File: config.mk
export PLATFORM = sky130hd
export DESIGN_NAME = seg7_scan_counter
export DESIGN_NICKNAME = d
export VERILOG_FILES = /design/src/rtl/seg7_scan_counter.sv
export SDC_FILE = /design/constraint.sdc
export NUM_CORES = 1
export LEC_CHECK = 0
export ABC_AREA = 1
export BUFFER_PORTS_ARGS = -buffer_cell sky130_fd_sc_hd__buf_4
export CAP_MARGIN = 25
export CORE_MARGIN = 8
export CORE_UTILIZATION = 30
export DETAILED_ROUTE_END_ITERATION = 7
export SLEW_MARGIN = 20
export SYNTH_ARGS = -nofsm -noshare
export SYNTH_HDL_FRONTEND = slang
export SYNTH_SLANG_ARGS = --single-unit
File: constraint.sdc
create_clock -name clk -period 5.8 [get_ports clk]
set_input_delay 0.87 -clock clk [delete_from_list [all_inputs] [get_ports clk]]
set_output_delay 0.87 -clock clk [all_outputs]
set_load 0.02 [all_outputs]
File: src/rtl/seg7_scan_counter.sv
// Multi-digit BCD up/down counter multiplexed onto a shared 7-segment bus.
// A prescaler paces count steps; a separate divider paces the one-hot digit scan.
module seg7_scan_counter #(
    parameter int unsigned DIGITS   = 4,
    parameter int unsigned TICK_DIV = 1000,
    parameter int unsigned SCAN_DIV = 100,
    parameter bit          LZ_BLANK = 1'b1,
    parameter bit          SEG_INV  = 1'b0
) (
    input  logic                  clk,
    input  logic                  rst_n,
    input  logic                  ena,
    input  logic                  up_dn,
    input  logic                  hold,
    input  logic                  clr,
    input  logic                  load,
    input  logic [4*DIGITS-1:0]   load_val,
    output logic [6:0]            seg,
    output logic                  dp,
    output logic [DIGITS-1:0]     dig_sel,
    output logic [4*DIGITS-1:0]   count_bcd,
    output logic                  wrap
);

    localparam int unsigned CW = 4 * DIGITS;
    localparam int unsigned PW = (TICK_DIV > 1) ? $clog2(TICK_DIV) : 1;
    localparam int unsigned SW = (SCAN_DIV > 1) ? $clog2(SCAN_DIV) : 1;
    localparam int unsigned IW = (DIGITS > 1) ? $clog2(DIGITS) : 1;

    localparam logic [PW-1:0] PRESC_LAST = PW'(TICK_DIV - 1);
    localparam logic [SW-1:0] SCAN_LAST  = SW'(SCAN_DIV - 1);
    localparam logic [IW-1:0] IDX_LAST   = IW'(DIGITS - 1);
    localparam logic [6:0]    SEG_OFF    = SEG_INV ? 7'h7F : 7'h00;

    function automatic logic [6:0] seg_decode(input logic [3:0] d);
        logic [6:0] s;
        case (d)
            4'd0:    s = 7'h3F;
            4'd1:    s = 7'h06;
            4'd2:    s = 7'h5B;
            4'd3:    s = 7'h4F;
            4'd4:    s = 7'h66;
            4'd5:    s = 7'h6D;
            4'd6:    s = 7'h7D;
            4'd7:    s = 7'h07;
            4'd8:    s = 7'h7F;
            4'd9:    s = 7'h6F;
            default: s = 7'h00;
        endcase
        return s;
    endfunction

    logic [PW-1:0] presc_q, presc_d;
    logic [CW-1:0] count_q, count_d;
    logic          wrap_q, wrap_d;
    logic [SW-1:0] div_q, div_d;
    logic [IW-1:0] idx_q, idx_d;
    logic [6:0]    seg_q, seg_d;
    logic          dp_q, dp_d;
    logic [DIGITS-1:0] dig_q, dig_d;

    logic          run;
    logic          tick;
    logic [CW-1:0] step_val;
    logic          step_roll;
    logic [CW-1:0] load_clamped;
    logic [3:0]    nib;
    logic          carry;
    logic [DIGITS-1:0] blank;
    logic          upper_zero;
    logic [3:0]    cur_nib;
    logic          cur_blank;
    logic [6:0]    seg_logic;

    // Prescaler: free-runs while enabled and not held; only clr resets it.
    always_comb begin
        run     = ena & ~hold;
        tick    = run & (presc_q == PRESC_LAST);
        presc_d = presc_q;
        if (clr) begin
            presc_d = '0;
        end else if (run) begin
            presc_d = tick ? '0 : presc_q + PW'(1);
        end
    end

    // BCD +/-1 with ripple carry/borrow; step_roll means every digit rolled over.
    always_comb begin
        step_val = count_q;
        carry    = 1'b1;
        nib      = 4'd0;
        for (int i = 0; i < int'(DIGITS); i++) begin
            nib = count_q[4*i +: 4];
            if (carry) begin
                if (up_dn) begin
                    if (nib == 4'd9) begin
                        nib = 4'd0;
                    end else begin
                        nib   = nib + 4'd1;
                        carry = 1'b0;
                    end
                end else begin
                    if (nib == 4'd0) begin
                        nib = 4'd9;
                    end else begin
                        nib   = nib - 4'd1;
                        carry = 1'b0;
                    end
                end
            end
            step_val[4*i +: 4] = nib;
        end
        step_roll = carry;
    end

    always_comb begin
        load_clamped = '0;
        for (int i = 0; i < int'(DIGITS); i++) begin
            load_clamped[4*i +: 4] = (load_val[4*i +: 4] > 4'd9) ? 4'd9 : load_val[4*i +: 4];
        end
    end

    always_comb begin
        count_d = count_q;
        wrap_d  = 1'b0;
        if (clr) begin
            count_d = '0;
        end else if (load) begin
            count_d = load_clamped;
        end else if (tick) begin
            count_d = step_val;
            wrap_d  = step_roll;
        end
    end

    always_comb begin
        div_d = div_q;
        idx_d = idx_q;
        if (ena) begin
            if (div_q == SCAN_LAST) begin
                div_d = '0;
                idx_d = (idx_q == IDX_LAST) ? '0 : idx_q + IW'(1);
            end else begin
                div_d = div_q + SW'(1);
            end
        end
    end

    // A digit above 0 is blank when it and every digit above it are zero.
    always_comb begin
        blank      = '0;
        upper_zero = 1'b1;
        for (int i = int'(DIGITS) - 1; i >= 0; i--) begin
            upper_zero = upper_zero & (count_q[4*i +: 4] == 4'd0);
            blank[i]   = LZ_BLANK & (i != 0) & upper_zero;
        end
    end

    always_comb begin
        cur_nib   = 4'd0;
        cur_blank = 1'b0;
        for (int i = 0; i < int'(DIGITS); i++) begin
            if (idx_q == IW'(i)) begin
                cur_nib   = count_q[4*i +: 4];
                cur_blank = blank[i];
            end
        end
    end

    always_comb begin
        seg_logic = cur_blank ? 7'h00 : seg_decode(cur_nib);
        if (ena) begin
            dig_d = DIGITS'(1) << idx_q;
            seg_d = seg_logic ^ {7{SEG_INV}};
            dp_d  = (hold & (idx_q == '0)) ^ SEG_INV;
        end else begin
            dig_d = '0;
            seg_d = SEG_OFF;
            dp_d  = SEG_INV;
        end
    end

    always_ff @(posedge clk or negedge rst_n) begin
        if (!rst_n) begin
            presc_q <= '0;
            count_q <= '0;
            wrap_q  <= 1'b0;
            div_q   <= '0;
            idx_q   <= '0;
            seg_q   <= SEG_OFF;
            dp_q    <= SEG_INV;
            dig_q   <= '0;
        end else begin
            presc_q <= presc_d;
            count_q <= count_d;
            wrap_q  <= wrap_d;
            div_q   <= div_d;
            idx_q   <= idx_d;
            seg_q   <= seg_d;
            dp_q    <= dp_d;
            dig_q   <= dig_d;
        end
    end

    assign seg       = seg_q;
    assign dp        = dp_q;
    assign dig_sel   = dig_q;
    assign count_bcd = count_q;
    assign wrap      = wrap_q;

endmodule

==> results of run 1 <==
==> sequential cells by signal, indices dropped and copies added, names as in the netlist <==
signal	count
seg	7
presc_q	10
div_q	7
count_bcd	16
wrap	1
dig_sel	4
dp	1
idx_q	2
==> logic make-up after synthesis <==
family	synth area share [%]
flip-flops	34.3
AND/OR/NAND/NOR	35.0
AO/OA/AOI/OAI	11.9
adder cells (fa/ha/maj)	8.21
XOR/XNOR	2.00
buffers and inverters	8.60
==> where the power goes <==
| part | switching, mW | total (mW) | internal (mW) |
|---|---|---|---|
| logic | 0.248 | 0.401 | 0.153 |
| registers | 0.0593 | 0.446 | 0.386 |
| clock network | 0.133 | 0.349 | 0.216 |
==> Yosys cell counts (all sizes together) <==
cell,n,share of area [%]
nand3,46,6.9
a21oi,32,4.8
nor3b,1,0.21
inv,62,6.6
o21a,2,0.43
xnor2,3,0.75
o22ai,1,0.18
nand4,8,1.4
xor2,5,1.2
ha,23,8.2
o31ai,2,0.43
clkinv,1,0.11
o21ai,36,5.5
nand2,144,17
or2,1,0.18
and3,1,0.18
nor2,56,7.5
a31oi,1,0.18
nor3,8,1.3
o211ai,2,0.43
buf,11,1.9
dfrtp,48,34
==> through the flow <==
step | util [%] | cells | area [sq um]
floorplan | - | 494 | 3500
global placement | 35.0 | 677 | 4000
detailed placement | 35.0 | 677 | 4000
CTS | 36.6 | 685 | 4180
global route | 36.6 | 685 | 4180
finish | 36.6 | 685 | 4180
==> worst max-delay path by stage <==
| stage | startpoint | end | slack (ps) | depth (start not counted) |
|---|---|---|---|---|
| after global placement | idx_q[0] | seg[3] | 3650 | 11 |
| after global routing | idx_q[0] | seg[3] | 3330 | 11 |
| after CTS | idx_q[0] | seg[3] | 3550 | 11 |
| final | idx_q[1] | seg[3] | 3570 | 11 |
| after detailed placement | idx_q[0] | seg[3] | 3570 | 11 |
| after floorplan | idx_q[0] | seg[3] | 3870 | 11 |
==> area by class of cell <==
type	count	area, sq um
fill	1207	7240
multi-input combinational	372	2000
sequential	48	1200
inverter	63	236
clock buffer	6	139
clock inverter	2	38.8
tap	143	179
timing repair buffer	51	383
==> per-layer routing <==
| layer | vias up | routed length (microns) | global-route usage [%] |
|---|---|---|---|
| met2 | 90 | 4320 | 21.0 |
| met1 | 1524 | 4050 | 14.8 |
| met3 | 15 | 569 | 2.49 |
| li1 | 1683 | - | - |
| met5 | - | 0 | 0 |
| met4 | 0 | 139 | 3.72 |
==> results.json, run 1 <==
{
  "outcome": "complete, no violations",
  "cap_viol_max_count": 0,
  "routedWlPerCell_microns": 13.3,
  "fin_worst_hold_slack_ps": 468,
  "cts_post_setup_buffers_inserted": 0,
  "layout_common_cells": "sky130_fd_sc_hd__nand2_1, sky130_fd_sc_hd__inv_1, sky130_fd_sc_hd__buf_4",
  "power_mw": 1.20,
  "largest_net_degree_at_the_start_of_global_routing": 49,
  "ys_seq_elements": 48,
  "ys_seq_area_share_pct": 34.3,
  "finalSetupViolCount": 0,
  "grt_setup_unrepaired": "no",
  "reg2reg_from": "idx_q[1]",
  "sum_of_overflow_across_all_layers_after_global_routing": 0,
  "worst_stage_delay_on_the_critical_path_ps": 400,
  "final_layout_size_suffix_gt1_share_pct": 18.8,
  "clk_root_buffer_cell": "sky130_fd_sc_hd__clkbuf_16",
  "final-max-slew-violation-count": 0,
  "final_common_cell": "sky130_fd_sc_hd__nand2_1",
  "p_leak_nw": 2.17,
  "drtAntennaViolNets": 0,
  "drc": 0,
  "fin_crit_sh_pct": 38.5,
  "endpoint_kind": "flip-flop",
  "clock-sinks": 48,
  "worst_slew_margin_rel_pct": 57.1,
  "power.density_cell_area_nw_per_um2": 286,
  "post_cts.resized_instances": 0,
  "core_area_sq_um": 11400,
  "worst-r2r-cell-count": 11,
  "mappedNetlistNets": 540,
  "io_pins": 52,
  "grt_first_pass_wirelength_mm": 15.2,
  "skew_ps": 8.19,
  "timing.rr.end": "seg[3]",
  "worstSkewPairLatency_ps": 290,
  "cp_top_family": "adder cells",
  "worst_setup_slack_before_clock_tree_synthesis_ps": 3570,
  "chipWidth_microns": 124,
  "worst-path-buf-inv": 3,
  "critical_path_arrival_ps": 2460,
  "areaGrowthSynthToFinish_pct": 19.2,
  "cts_hold_buffers": 0,
  "peakVddDrop_v": 0.000124,
  "yosys_warnings": 0,
  "worst_margin_slew_ps": 644,
  "antenna-diode-count": 0,
  "die_area_sq_um": 15400,
  "postSynthAreaPerCell_sq_um": 7.09,
  "cp_max_fo": 7,
  "tritoncts.num_buffers": 5,
  "required_ps": 6020,
  "rrSetupSlack_ps": 3570,
  "crit_path_cell_trace": "inv_1 > ha_1 > inv_2 > nand2_1 > nand3_1 > a21oi_1 > inv_1 > ha_1 > nor2_1 > nor2_1 > nor2_2",
  "worst_hold_path_type": "reg -> reg",
  "io_buffers": 51,
  "rows": 39,
  "cts-htree-levels": 2,
  "detail_route.wirelength_mm": 9.08,
  "netlist_area_sq_um": 3500,
  "clock.fmax_ghz": 0.448,
  "tritoncts": "built",
  "via_per_inst": 4.84,
  "synthCells": 494,
  "finish.net_count": 587,
  "finalHoldViolCount": 0,
  "antenna_found_initial": 0,
  "fin_tns_setup_ps": 0,
  "synth_cell_types": 36,
  "whs_path_depth": 1,
  "place.gp.congestion": 0.831,
  "grt_pass1_vias": 3306,
  "period_needed_ps": 2230,
  "critical_path_class": "reg -> reg",
  "drt-initial-drc-count": 200,
  "min_delay_worst_endpoint": "div_q[6]",
  "finalWorstSetupSlack_ps": 3570,
  "worst_setup_path_start_kind": "flip-flop",
  "timing.hold.worst.start": "div_q[6]",
  "worst_setup_hold_path_clk_slew_ps": 70,
  "initial_utilization_pct": 30.7,
  "hpwlAfterDp_mm": 6.99,
  "firstDrtPassIters": 5,
  "cts_max_path_buffers": 2,
  "num_vias": 3312,
  "cp_slowest_cell": "sky130_fd_sc_hd__dfrtp_1",
  "globalRouteTotalUtil_pct": 12.1,
  "die_h_microns": 124
}
No activity file was read; power rests on OpenSTA's default activity.
==> run 2: changes to the inputs <==
==> constraint.sdc (replaced) <==
create_clock -name clk -period 1.95 [get_ports clk]
set_input_delay 0.2925 -clock clk [delete_from_list [all_inputs] [get_ports clk]]
set_output_delay 0.2925 -clock clk [all_outputs]
set_load 0.02 [all_outputs]
==> results.json, run 2 (synthesis results as in run 1) <==
{
  "final_common_cell": "sky130_fd_sc_hd__nand2_1",
  "combinationalPowerShare_pct": 36.8,
  "critical_path_arrival_ps": 2060,
  "antenna_found_initial": 0,
  "placedInstanceArea_sq_um": 4080,
  "skew_ps": 12.6,
  "worst_setup_hold_path_clk_slew_ps": 70,
  "worst-r2r-cell-count": 10,
  "drtAntennaViolNets": 0,
  "areaGrowthSynthToFinish_pct": 23.0,
  "core_area_sq_um": 11400,
  "drc": 0,
  "antenna-diode-count": 0,
  "layout_common_cells": "sky130_fd_sc_hd__nand2_1, sky130_fd_sc_hd__buf_4, sky130_fd_sc_hd__inv_1",
  "p_switching_mw": 1.35,
  "detail_route.wirelength_mm": 9.24,
  "fin_crit_sh_pct": 94.4,
  "grt_pass1_vias": 3185,
  "drt-initial-drc-count": 189,
  "largest_net_degree_at_the_start_of_global_routing": 49,
  "finish.net_count": 601,
  "worst_setup_path_start_kind": "flip-flop",
  "worstSkewPairLatency_ps": 300,
  "grt_first_pass_wirelength_mm": 15.4,
  "flip_flop_count_of_the_largest_register_after_layout": 16,
  "finalHoldViolCount": 0,
  "grt_setup_unrepaired": "yes",
  "rows": 39,
  "worst_slew_margin_rel_pct": 57.9,
  "hpwlAfterDp_mm": 7.05,
  "initial_utilization_pct": 30.7,
  "clock-sinks": 48,
  "fin_cells": 699,
  "power_mw": 3.54,
  "io_pins": 52,
  "p_leak_nw": 2.23,
  "period_needed_ps": 1840,
  "num_vias": 3324,
  "power.density_cell_area_nw_per_um2": 821,
  "fin_worst_hold_slack_ps": 20.5,
  "cap_viol_max_count": 0,
  "die_h_microns": 124,
  "final-max-slew-violation-count": 0,
  "globalRouteTotalUtil_pct": 12.4,
  "required_ps": 2170,
  "part_of_the_total_power_dissipated_in_sequential_elements_pct": 37.4,
  "place.gp.congestion": 0.848,
  "io_buffers": 51,
  "cp_max_fo": 5,
  "die_area_sq_um": 15400,
  "critical_path_class": "reg -> reg",
  "tritoncts.num_buffers": 5,
  "finalSetupViolCount": 0,
  "power.clock.fraction_pct": 25.9,
  "final_layout_size_suffix_gt1_share_pct": 23.2,
  "chipWidth_microns": 124,
  "via_per_inst": 4.76,
  "endpoint_kind": "flip-flop",
  "postLayoutCellArea_sq_um": 4310,
  "routedWlPerCell_microns": 13.2,
  "clk_root_buffer_cell": "sky130_fd_sc_hd__clkbuf_16",
  "fin_tns_setup_ps": 0,
  "internal_power_mw": 2.19,
  "worst_margin_slew_ps": 632,
  "cts_max_path_buffers": 2,
  "tritoncts": "built",
  "clock.fmax_ghz": 0.543,
  "cts_hold_buffers": 0,
  "worst_hold_path_type": "in -> async",
  "n_fill_cell": 1220,
  "cts-htree-levels": 2,
  "outcome": "complete, no violations",
  "sum_of_overflow_across_all_layers_after_global_routing": 0,
  "netSwitchingFraction_pct": 38.2,
  "firstDrtPassIters": 5,
  "place.detailed.instances": 687,
  "peakVddDrop_v": 0.000550
}
-- run 2: changes by cell type in the layout (fill, tap and decap cells not counted), moves of 2 or more --
cell | previous run | this run
sky130_fd_sc_hd__nor2_1 | 45 | 42
sky130_fd_sc_hd__inv_1 | 52 | 49
sky130_fd_sc_hd__ha_4 | 0 | 2
sky130_fd_sc_hd__buf_4 | 51 | 65
sky130_fd_sc_hd__inv_2 | 10 | 13
sky130_fd_sc_hd__nor2_2 | 8 | 10
sky130_fd_sc_hd__ha_1 | 23 | 20
-- run 2: cell type report --
class / instances / area [sq um] / share of cell area (%)
timing repair buffer: 65 / 488 / 11.3
clock inverter: 2 / 13.8 / 0.319
inverter: 63 / 236 / 5.48
clock buffer: 6 / 139 / 3.22
tap: 143 / 179 / 4.15
sequential: 48 / 1200 / 27.9
multi-input combinational: 372 / 2050 / 47.6
-- run 2: critical path: stages, from the launching register on --
cell and delay [ps]:
sky130_fd_sc_hd__dfrtp_2 430, sky130_fd_sc_hd__buf_4 150, sky130_fd_sc_hd__ha_4 170, sky130_fd_sc_hd__a21oi_1 140, sky130_fd_sc_hd__nand2_1 80, sky130_fd_sc_hd__a21oi_2 140, sky130_fd_sc_hd__inv_1 80, sky130_fd_sc_hd__ha_1 280
sky130_fd_sc_hd__nor2_2 130, sky130_fd_sc_hd__nor2_1 70, sky130_fd_sc_hd__nor2_2 90
-- run 2: power groups by stage --
stage	logic [mW]	registers (mW)	clock network, mW
finish	1.30	1.32	0.916
detailed placement	1.25	1.34	0
CTS	1.26	1.32	0.947
global placement	1.22	1.34	0
global route	1.47	1.35	0.986
floorplan	0.751	1.39	0
-- run 2: layer usage --
metal / vias up / wire length [microns] / global-route usage [%]
met5: - / 0 / 0
met2: 68 / 4380 / 20.6
met3: 13 / 420 / 2.90
met1: 1538 / 4350 / 16.3
li1: 1705 / - / -
met4: 0 / 103 / 2.38
-- run 2: timing repair --
| item | 4_1_cts | 5_1_grt |
|---|---|---|
| setup endpoints to repair | 1 | 7 |
| pin swaps | 0 | 5 |
| buffers inserted | 0 | 4 |
| hold endpoints to repair | 0 | 0 |
| gates resized for setup | 3 | 14 |
-- run 2: path summary, 6_finish.rpt --
path | slack, ps | end | start
setup / recovery | 110 | seg[3] | idx_q[0]
hold / removal | 20 | presc_q[7] | rst_n
setup reg to reg | 110 | seg[3] | idx_q[0]
hold reg to reg | 470 | div_q[6] | div_q[6]
max in group asynchronous | 1480 | idx_q[0] | rst_n
min in group clk | 260 | dp | hold
-- run 2: metrics by stage --
step | worst slack (ps) | utilization [%]
floorplan | 21.5 | -
global placement | 52.5 | 35.7
detailed placement | -40.6 | 35.7
CTS | 14.3 | 37.1
global route | -29.2 | 37.8
finish | 110 | 37.8
==> run 3: changes to the inputs <==
==> constraint.sdc (replaced) <==
create_clock -name clk -period 1.95 [get_ports clk]
set_input_delay 0.2925 -clock clk [delete_from_list [all_inputs] [get_ports clk]]
set_output_delay 0.2925 -clock clk [all_outputs]
set_load 0.1 [all_outputs]
==> results.json, run 3 (synthesis results as in run 1) <==
{
  "placedInstanceArea_sq_um": 4080,
  "tritoncts.num_buffers": 5,
  "fin_tns_setup_ps": 0,
  "critical_path_arrival_ps": 2060,
  "die_area_sq_um": 15400,
  "cts_hold_buffers": 0,
  "firstDrtPassIters": 4,
  "num_vias": 3296,
  "critical_path_class": "reg -> reg",
  "final_layout_size_suffix_gt1_share_pct": 24.6,
  "outcome": "complete, no violations",
  "flip_flop_count_of_the_largest_register_after_layout": 16,
  "antenna-diode-count": 0,
  "combinationalPowerShare_pct": 43.8,
  "initial_utilization_pct": 30.7,
  "crit_path_cell_trace": "inv_2 > ha_4 > buf_4 > nand3_1 > nand2_1 > a21oi_2 > inv_2 > ha_4 > nor2_2 > nor2_1 > nor2_2",
  "cap_viol_max_count": 0,
  "areaGrowthSynthToFinish_pct": 23.8,
  "sum_of_overflow_across_all_layers_after_global_routing": 0,
  "period_needed_ps": 1880,
  "power.density_cell_area_nw_per_um2": 962,
  "worst_setup_hold_path_clk_slew_ps": 70,
  "worst-path-buf-inv": 3,
  "worst_slew_margin_rel_pct": 57.1,
  "io_pins": 52,
  "via_per_inst": 4.74,
  "final-max-slew-violation-count": 0,
  "drc": 0,
  "p_switching_mw": 1.88,
  "required_ps": 2130,
  "worst_margin_slew_ps": 644,
  "finish.net_count": 597,
  "power.clock.fraction_pct": 24.2,
  "drt-initial-drc-count": 181,
  "part_of_the_total_power_dissipated_in_sequential_elements_pct": 32.0,
  "cp_slowest_cell": "sky130_fd_sc_hd__dfrtp_1",
  "finalHoldViolCount": 0,
  "finalSetupViolCount": 0,
  "fin_crit_sh_pct": 96.5,
  "final_common_cell": "sky130_fd_sc_hd__nand2_1",
  "hpwlAfterDp_mm": 6.98,
  "postLayoutCellArea_sq_um": 4340,
  "detail_route.wirelength_mm": 9.23,
  "setup.worst_path.start": "idx_q[0]",
  "io_buffers": 51,
  "die_h_microns": 124,
  "rows": 39,
  "largest_net_degree_at_the_start_of_global_routing": 49,
  "cp_max_fo": 4,
  "peakVddDrop_v": 0.000499,
  "worst_stage_delay_on_the_critical_path_ps": 450,
  "globalRouteTotalUtil_pct": 12.1,
  "worst_hold_path_type": "in -> async",
  "drtAntennaViolNets": 0,
  "chipWidth_microns": 124,
  "core_area_sq_um": 11400,
  "internal_power_mw": 2.29,
  "power_mw": 4.18,
  "clock-sinks": 48,
  "grt_pass1_vias": 3201,
  "antenna_found_initial": 0,
  "place.gp.congestion": 0.812,
  "postLayoutCoreUtil_pct": 38.0,
  "layout_common_cells": "sky130_fd_sc_hd__nand2_1, sky130_fd_sc_hd__buf_4, sky130_fd_sc_hd__inv_1",
  "worstSkewPairLatency_ps": 290,
  "skew_ps": 11.4,
  "netSwitchingFraction_pct": 45.1,
  "tritoncts": "built",
  "cts_max_path_buffers": 2,
  "cts-htree-levels": 2,
  "endpoint_kind": "flip-flop",
  "p_leak_nw": 2.20,
  "routedWlPerCell_microns": 13.3,
  "worst_setup_path_start_kind": "flip-flop",
  "grt_first_pass_wirelength_mm": 15.1,
  "reg2reg_from": "idx_q[0]",
  "clock.fmax_ghz": 0.532,
  "clk_root_buffer_cell": "sky130_fd_sc_hd__clkbuf_16",
  "cp_top_family": "flip-flops"
}
run 3: changes by cell type in the layout (fill, tap and decap cells not counted), moves of 2 or more:
cell and delta:
sky130_fd_sc_hd__buf_4 -5, sky130_fd_sc_hd__ha_4 +2, sky130_fd_sc_hd__ha_1 -3, sky130_fd_sc_hd__o21ai_2 +2, sky130_fd_sc_hd__dfrtp_2 +7, sky130_fd_sc_hd__o21ai_1 -2
sky130_fd_sc_hd__dfrtp_1 -8
run 3: path summary, 6_finish.rpt:
| check | to | slack, ps | cells after the start |
|---|---|---|---|
| min | count_bcd[6] | 30 | 1 |
| max in group asynchronous | count_bcd[4] | 1450 | 1 |
| min in group clk | dp | 260 | 3 |
| max | seg[3] | 70 | 11 |
| min reg2reg | div_q[6] | 490 | 1 |
| max reg2reg | seg[3] | 70 | 11 |
run 3: routing by layer:
layer  up-vias  global-route usage [%]  part of all wire [%]
met5         -                       0                     0
met4         0                    2.90                   1.1
met3        11                    2.49                   5.4
met2        84                    20.0                    47
met1      1494                    15.9                    46
li1       1707                       -                     -
run 3: repair_timing:
action / in CTS / in global routing
setup endpoints to repair: 1 / 6
resized for setup: 2 / 19
setup buffers: 0 / 1
pin swaps: 0 / 5
run 3: worst reg2reg max path: stages (launching register included):
cell,delay [ps]
sky130_fd_sc_hd__dfrtp_1,450
sky130_fd_sc_hd__inv_2,110
sky130_fd_sc_hd__ha_4,180
sky130_fd_sc_hd__buf_4,140
sky130_fd_sc_hd__nand3_1,80
sky130_fd_sc_hd__nand2_1,70
sky130_fd_sc_hd__a21oi_2,190
sky130_fd_sc_hd__inv_2,80
sky130_fd_sc_hd__ha_4,260
sky130_fd_sc_hd__nor2_2,40
sky130_fd_sc_hd__nor2_1,130
sky130_fd_sc_hd__nor2_2,50
run 3: power by group through the flow:
stage	Sequential [mW]	Combinational, mW	Clock (mW)
floorplan	1.91	0.751	0
global placement	1.34	1.74	0
detailed placement	1.35	1.77	0
CTS	1.33	1.78	1.04
global route	1.36	1.99	1.09
finish	1.34	1.83	1.01
run 3: final cells by class:
class                      count  area (sq um)
fill                        1184          7080
multi-input combinational    372          2080
sequential                    48          1210
timing repair buffer          61           462
inverter                      63           236
tap                          143           179
clock buffer                   5           125
clock inverter                 3          46.3
run 3: per-stage QoR:
step	instances	hold slack [ps]	setup slack (ps)
global route	695	70.3	-33.0
detailed placement	686	372	4.96
finish	695	27.1	68.6
CTS	694	48.8	21.5
global placement	686	361	56.3
floorplan	494	-3.09	1.83
